## src/rtl/fifo_pkg.sv

```systemverilog
// fifo_pkg
//   Shared definitions for the synchronous FIFO with flags.
//   - fifo_mode_e : read mode selector (registered read or first-word-fall-through)
//   - fifo_depth  : number of words addressed by a given address width
//   - fifo_mode   : maps the integer FWFT parameter onto fifo_mode_e
package fifo_pkg;

  typedef enum logic {
    FIFO_STD  = 1'b0,
    FIFO_FWFT = 1'b1
  } fifo_mode_e;

  function automatic int fifo_depth(input int addr_width);
    return 1 << addr_width;
  endfunction

  // Any non-zero FWFT value selects fall-through mode; the top level
  // separately rejects values other than 0 and 1.
  function automatic fifo_mode_e fifo_mode(input int fwft);
    return (fwft != 0) ? FIFO_FWFT : FIFO_STD;
  endfunction

endpackage

```

## src/rtl/fifo_dpram.sv

```systemverilog
// fifo_dpram
//   Simple dual-port RAM, DATA_WIDTH x 2**ADDR_WIDTH, used as FIFO storage.
//   Ports:
//     clk_i    : clock, write port is synchronous to its rising edge
//     we_i     : write enable
//     waddr_i  : write address
//     wdata_i  : write data
//     raddr_i  : read address
//     rdata_o  : read data, asynchronous (combinational) from raddr_i
//   Contents are not reset.
module fifo_dpram
  import fifo_pkg::*;
#(
  parameter int DATA_WIDTH = 8,
  parameter int ADDR_WIDTH = 5
) (
  input  logic                  clk_i,
  input  logic                  we_i,
  input  logic [ADDR_WIDTH-1:0] waddr_i,
  input  logic [DATA_WIDTH-1:0] wdata_i,
  input  logic [ADDR_WIDTH-1:0] raddr_i,
  output logic [DATA_WIDTH-1:0] rdata_o
);

  localparam int DEPTH = fifo_depth(ADDR_WIDTH);

  logic [DATA_WIDTH-1:0] mem_q [DEPTH];

  always_ff @(posedge clk_i) begin
    if (we_i) begin
      mem_q[waddr_i] <= wdata_i;
    end
  end

  // Read is left combinational so the top level can either register it
  // (standard mode) or present it directly (fall-through mode).
  assign rdata_o = mem_q[raddr_i];

endmodule

```

## src/rtl/fifo_sync_flags.sv

```systemverilog
// fifo_sync_flags
//   Single-clock FIFO with selectable read mode, programmable almost-full /
//   almost-empty thresholds, occupancy count, sticky error flags and a
//   synchronous flush.
//   Ports:
//     clk          : clock, all state updates on the rising edge
//     rst          : synchronous active-high reset
//     wr_en        : write request, accepted when not full
//     data_in      : write data
//     rd_en        : read request (pop in fall-through mode), accepted when not empty
//     flush        : synchronous clear of contents, overrides wr_en/rd_en
//     clr_err      : clears overflow/underflow (a simultaneous set wins)
//     data_out     : read data
//     FIFO_full    : count == DEPTH
//     FIFO_empty   : count == 0
//     almost_full  : count >= AF_THRESH
//     almost_empty : count <= AE_THRESH
//     count        : occupancy 0..DEPTH
//     overflow     : sticky, a write was rejected because the FIFO was full
//     underflow    : sticky, a read was rejected because the FIFO was empty
module fifo_sync_flags
  import fifo_pkg::*;
#(
  parameter int DATA_WIDTH = 8,
  parameter int ADDR_WIDTH = 5,
  parameter int FWFT       = 0,
  parameter int AF_THRESH  = (1 << ADDR_WIDTH) - 4,
  parameter int AE_THRESH  = 3
) (
  input  logic                  clk,
  input  logic                  rst,
  input  logic                  wr_en,
  input  logic [DATA_WIDTH-1:0] data_in,
  input  logic                  rd_en,
  input  logic                  flush,
  input  logic                  clr_err,
  output logic [DATA_WIDTH-1:0] data_out,
  output logic                  FIFO_full,
  output logic                  FIFO_empty,
  output logic                  almost_full,
  output logic                  almost_empty,
  output logic [ADDR_WIDTH:0]   count,
  output logic                  overflow,
  output logic                  underflow
);

  localparam int         DEPTH = fifo_depth(ADDR_WIDTH);
  localparam int         PW    = ADDR_WIDTH + 1;
  localparam fifo_mode_e MODE  = fifo_mode(FWFT);

  localparam logic [PW-1:0] DEPTH_W = PW'(DEPTH);
  localparam logic [PW-1:0] AF_W    = PW'(AF_THRESH);
  localparam logic [PW-1:0] AE_W    = PW'(AE_THRESH);

  // Elaboration-time parameter checks
  if (AF_THRESH < 1 || AF_THRESH > DEPTH) begin : g_bad_af
    $error("fifo_sync_flags: AF_THRESH=%0d outside legal range 1..%0d", AF_THRESH, DEPTH);
  end
  if (AE_THRESH < 0 || AE_THRESH > DEPTH - 1) begin : g_bad_ae
    $error("fifo_sync_flags: AE_THRESH=%0d outside legal range 0..%0d", AE_THRESH, DEPTH - 1);
  end
  if (FWFT != 0 && FWFT != 1) begin : g_bad_fwft
    $error("fifo_sync_flags: FWFT=%0d must be 0 or 1", FWFT);
  end

  // Pointers carry one extra wrap bit so full and empty are distinguishable
  // with identical low address bits.
  logic [PW-1:0] wptr_q, wptr_d;
  logic [PW-1:0] rptr_q, rptr_d;
  logic          ovf_q, ovf_d;
  logic          udf_q, udf_d;

  logic [PW-1:0]         cnt;
  logic                  full;
  logic                  empty;
  logic                  wr_acc;
  logic                  rd_acc;
  logic [DATA_WIDTH-1:0] rdata;

  // Modulo subtraction gives the occupancy directly, including across wrap.
  assign cnt   = wptr_q - rptr_q;
  assign full  = (cnt == DEPTH_W);
  assign empty = (cnt == '0);

  // Acceptance looks only at the registered state, so a read at full does
  // not make room for a same-cycle write, and vice versa at empty.
  assign wr_acc = wr_en && !full  && !flush;
  assign rd_acc = rd_en && !empty && !flush;

  always_comb begin
    wptr_d = wptr_q;
    rptr_d = rptr_q;
    if (flush) begin
      wptr_d = '0;
      rptr_d = '0;
    end else begin
      if (wr_acc) wptr_d = wptr_q + PW'(1);
      if (rd_acc) rptr_d = rptr_q + PW'(1);
    end
  end

  // Sticky errors: the set term is applied after the clear so a coincident
  // set wins. Requests dropped by flush are not treated as errors.
  always_comb begin
    ovf_d = ovf_q;
    udf_d = udf_q;
    if (clr_err) begin
      ovf_d = 1'b0;
      udf_d = 1'b0;
    end
    if (wr_en && full && !flush)  ovf_d = 1'b1;
    if (rd_en && empty && !flush) udf_d = 1'b1;
  end

  always_ff @(posedge clk) begin
    if (rst) begin
      wptr_q <= '0;
      rptr_q <= '0;
      ovf_q  <= 1'b0;
      udf_q  <= 1'b0;
    end else begin
      wptr_q <= wptr_d;
      rptr_q <= rptr_d;
      ovf_q  <= ovf_d;
      udf_q  <= udf_d;
    end
  end

  fifo_dpram #(
    .DATA_WIDTH (DATA_WIDTH),
    .ADDR_WIDTH (ADDR_WIDTH)
  ) u_dpram (
    .clk_i   (clk),
    .we_i    (wr_acc && !rst),
    .waddr_i (wptr_q[ADDR_WIDTH-1:0]),
    .wdata_i (data_in),
    .raddr_i (rptr_q[ADDR_WIDTH-1:0]),
    .rdata_o (rdata)
  );

  if (MODE == FIFO_STD) begin : g_std
    logic [DATA_WIDTH-1:0] dout_q, dout_d;

    always_comb begin
      dout_d = dout_q;
      if (flush) begin
        dout_d = '0;
      end else if (rd_acc) begin
        dout_d = rdata;
      end
    end

    always_ff @(posedge clk) begin
      if (rst) begin
        dout_q <= '0;
      end else begin
        dout_q <= dout_d;
      end
    end

    assign data_out = dout_q;
  end else begin : g_fwft
    // Head word is shown as soon as it is written; zero while empty so the
    // output never exposes stale RAM contents.
    assign data_out = empty ? '0 : rdata;
  end

  assign FIFO_full    = full;
  assign FIFO_empty   = empty;
  assign almost_full  = (cnt >= AF_W);
  assign almost_empty = (cnt <= AE_W);
  assign count        = cnt;
  assign overflow     = ovf_q;
  assign underflow    = udf_q;

endmodule
```

## config.mk

```make
export PLATFORM = sky130hd
export DESIGN_NAME = fifo_sync_flags
export DESIGN_NICKNAME = d
export VERILOG_FILES = /design/src/rtl/fifo_pkg.sv /design/src/rtl/fifo_dpram.sv /design/src/rtl/fifo_sync_flags.sv
export SDC_FILE = /design/constraint.sdc
export NUM_CORES = 1
export LEC_CHECK = 0
export BUFFER_PORTS_ARGS = -buffer_cell sky130_fd_sc_hd__buf_2
export CAP_MARGIN = 20
export CORE_ASPECT_RATIO = 1.5
export CORE_MARGIN = 1.5
export CORE_UTILIZATION = 45
export DETAILED_ROUTE_END_ITERATION = 6
export SYNTH_ARGS = -nofsm -noshare
export SYNTH_HDL_FRONTEND = slang
export SYNTH_SLANG_ARGS = --single-unit
```

## constraint.sdc

```tcl
create_clock -name clk -period 6.23 [get_ports clk]
set_clock_uncertainty 0.1 [all_clocks]
set_input_delay 0.3115 -clock clk [delete_from_list [all_inputs] [get_ports clk]]
set_output_delay 0.3115 -clock clk [all_outputs]
set_load 0.03 [all_outputs]
```

==> out/summary.log <==
INFO  pwr            static-leakage-power=3.94nW
INFO  routing        vias_per_cell=6.00
INFO  worst_setup_path critical_path.top_delay_family=simple AND/OR/NAND/NOR gates
INFO  cts            tritoncts=done
INFO  place          hpwl=19300µm
INFO  global_route   number_of_global_route_vias_before_repair=6487
INFO  worst_setup_path worst_path_max_delay_cell=nor2_1
INFO  cts            h-tree-depth=1
INFO  sta            hold_slack=27.0ps
INFO  sta            final_max_slew_viol_count=0
INFO  sta            rsz_0062_raised_after_global_routing=no
INFO  synth          synthesis.area=11300µm²
INFO  worst_setup_path path_depth=9
INFO  routing        first_iter_violations=651
INFO  routing        route.final.wire_length=28900µm
INFO  finish         layout.cell_area.non_filler=12600µm²
INFO  outcome        status=complete, no violations
INFO  cts            cts.sink_count=278
INFO  sta            post-route-period-util=67.0%
INFO  cts            cts_inserted_buffers=25
INFO  worst_setup_path cp-start-kind=flop
INFO  routing        routed_wire_length_per_instance=27.6µm
INFO  sta            worst_pin_slew=1100ps
INFO  place          dp_slack=2140ps
INFO  run            cap_viol_max_count=0
INFO  sta            worst_setup_slack_final=2060ps
INFO  floorplanning  placeableCoreArea=24500µm²
INFO  pwr            post-layout-total-power=3.55mW
INFO  finish         nNetsFinal=732
INFO  place          globalplace.congestion=0.949
INFO  cts            clock_slew_at_reported_path_ffs=70ps
INFO  floorplanning  initial_utilization=46.2%
INFO  synth          yosys.cell_types.count=53
INFO  routing        ant_nets=0
INFO  min_path       holdPathEnd=underflow
INFO  sta            worst_slew_margin_rel=26.0%
INFO  synth          ys_seq_area_share=71.8%
INFO  place          port-buffer-count=33
INFO  synth          synthCells=670
INFO  sta            hold_violations=0
INFO  global_route   grt_antenna_before_repair=0
INFO  global_route   grt_max_degree=40
INFO  floorplanning  rows=70
INFO  global_route   grt-ovfl-total=0
INFO  routing        first_pass_iters=5
INFO  worst_setup_path r2r-end=u_dpram.mem_q[16][1]
INFO  floorplanning  design.portCount=34
INFO  worst_setup_path setup.reg_to_reg.worst_slack=2060ps
INFO  floorplanning  fp.dieArea=26100µm²
INFO  finish         drive_above_1_share=18.2%
INFO  synth          synth.avg_cell_area=16.9µm²
INFO  cts            cts-root-buf=clkbuf_16
INFO  worst_setup_path timing.critical_path.cells=buf_4 > inv_1 > ha_1 > o21ai_1 > a21oi_1 > a31o_1 > o211ai_4 > nand4b_1 > nor2_1
INFO  synth          share_of_flip_flops_with_an_asynchronous_set_or_reset=0%
INFO  sta            max_freq=240MHz
INFO  finish         layout_commonest_cell=edfxtp_1
INFO  synth          yosys_register_bits=278
INFO  min_path       hold_depth=4
INFO  place          postPlaceCellArea=11800µm²
INFO  finish         antenna_cells=0
INFO  finish         final_cell_mix=256 x edfxtp_1, 56 x nor2_1, 48 x mux4_2, 39 x mux2i_1, 34 x nand2_1
INFO  worst_setup_path cp_max_fo=31
INFO  cts            postCtsSetupBuffers=0
INFO  floorplanning  fp.dieH=197µm
INFO  worst_setup_path reg2regPathDepth=9
INFO  synth          ys.flop_type=edfxtp_1
INFO  worst_setup_path worst_setup_path_end_kind=flop
INFO  worst_setup_path type_of_the_setup_path_with_the_least_slack=reg -> reg
INFO  global_route   grt_pass1_wl=42500µm
INFO  routing        post-route-drc-count=0
INFO  worst_setup_path r2r_start=rptr_q[2]
INFO  place          dp_cells=1003
INFO  cts            clockBufferDepth=3
INFO  finish         finish.cell_count_without_fillers=1049
INFO  worst_setup_path timing.critical_path.required=6280ps
INFO  worst_setup_path crit_buf_inv=2
INFO  synth          synthesis.nets=695
INFO  cts            clock_latency=540ps
INFO  worst_setup_path cpPeakStageDelay=800ps
INFO  sta            timing.final.setup_violations=0
INFO  routing        dr_total_vias=6289
INFO  synth          ys_warn_count=0
INFO  sta            tns=0ps
INFO  min_path       hold_start=clr_err
INFO  pwr            p_per_area=283nW/µm²
INFO  min_path       hp-class=in -> reg
INFO  worst_setup_path arrival=4220ps
INFO  floorplanning  die_w=133µm
INFO  synth          number_of_synthesized_flops_with_an_enable_pin=256
INFO  pwr            peakVddDrop=0.189mV
INFO  global_route   gr_util_all_layers=22.7%
INFO  sta            tmin_final=4170ps
INFO  finish         fin_util=51.2%
INFO  finish         area_growth=10.9%
-- repair_timing --
action,4_1_cts,5_1_grt
gates resized for setup,0,0
endpoints found under the hold margin,2,0
hold buffers,1,0
-- final cells by class --
type                            instances  area, µm²
Timing Repair Buffer                   39        213
Sequential cell                       278       8130
Fill cell                            1959      12000
Clock buffer                           32        652
Inverter                               14       52.6
Clock inverter                         13       88.8
Multi-Input combinational cell        349       3010
Tap cell                              324        405
-- how the worst max path moves through the flow --
stage / startpoint / end / slack (ps)
2_1_floorplan: rptr_q[1] / FIFO_empty / 2590
3_3_place_gp: rptr_q[4] / u_dpram.mem_q[16][1] / 2280
3_5_place_dp: rptr_q[4] / u_dpram.mem_q[8][5] / 2140
4_1_cts: rptr_q[4] / u_dpram.mem_q[16][1] / 2070
5_1_grt: rptr_q[4] / FIFO_empty / 1850
6_report: rptr_q[2] / u_dpram.mem_q[16][1] / 2060
-- routing by layer --
layer  vias up  track usage (%)  routed length, µm
li1       2714                -                  -
met1      3206             27.8              11000
met2       292             39.3              14700
met3        77             2.80               1550
met4         0             12.5               1690
met5         -                0                  0
-- cells by family (layout without fill, tap and decap cells) --
group                    Yosys count  in the layout  synth area share [%]
flip-flops                       278            278                  71.8
AND/OR/NAND/NOR                  156            156                  6.61
multiplexers                      91             91                  13.4
AO/OA/AOI/OAI                     87             87                  4.96
buffers and inverters             43             98                  1.64
adder cells (fa/ha/maj)           11             11                  1.28
XOR/XNOR                           4              4                 0.310
-- cells in the mapped netlist, drive strengths merged, types with 5 or more instances --
master | number | area [µm²]
a21oi | 30 | 150
a22o | 6 | 52.6
a22oi | 8 | 60.1
and3 | 7 | 43.8
buf | 14 | 76.3
clkbuf | 15 | 56.3
dfxtp | 22 | 440
edfxtp | 256 | 7690
ha | 10 | 125
inv | 13 | 48.8
mux2i | 39 | 390
mux4 | 48 | 1080
nand2 | 34 | 128
nand3 | 12 | 60.1
nor2 | 57 | 216
nor2b | 7 | 43.8
nor3 | 10 | 50.1
o21ai | 18 | 90.1
o22ai | 8 | 50.1
or3 | 5 | 31.3
-- where the power goes --
group / switching (mW) / total (mW) / internal, mW
logic: 0.0688 / 0.0861 / 0.0173
clock network: 0.646 / 1.43 / 0.780
registers: 0.00148 / 2.04 / 2.04
-- worst reg2reg max path: stages (launching register included) --
cell and delay (ps):
dfxtp_1 310, buf_4 370, inv_1 230, ha_1 430
o21ai_1 230, a21oi_1 100, a31o_1 270, o211ai_4 270
nand4b_1 660, nor2_1 810
-- registers in the layout (all words and copies together) (netlist names) --
register       flops
underflow          1
rptr_q             6
wptr_q             6
overflow           1
u_dpram.mem_q    256
data_out           8
Note: power is estimated with default switching activity, not from simulation.
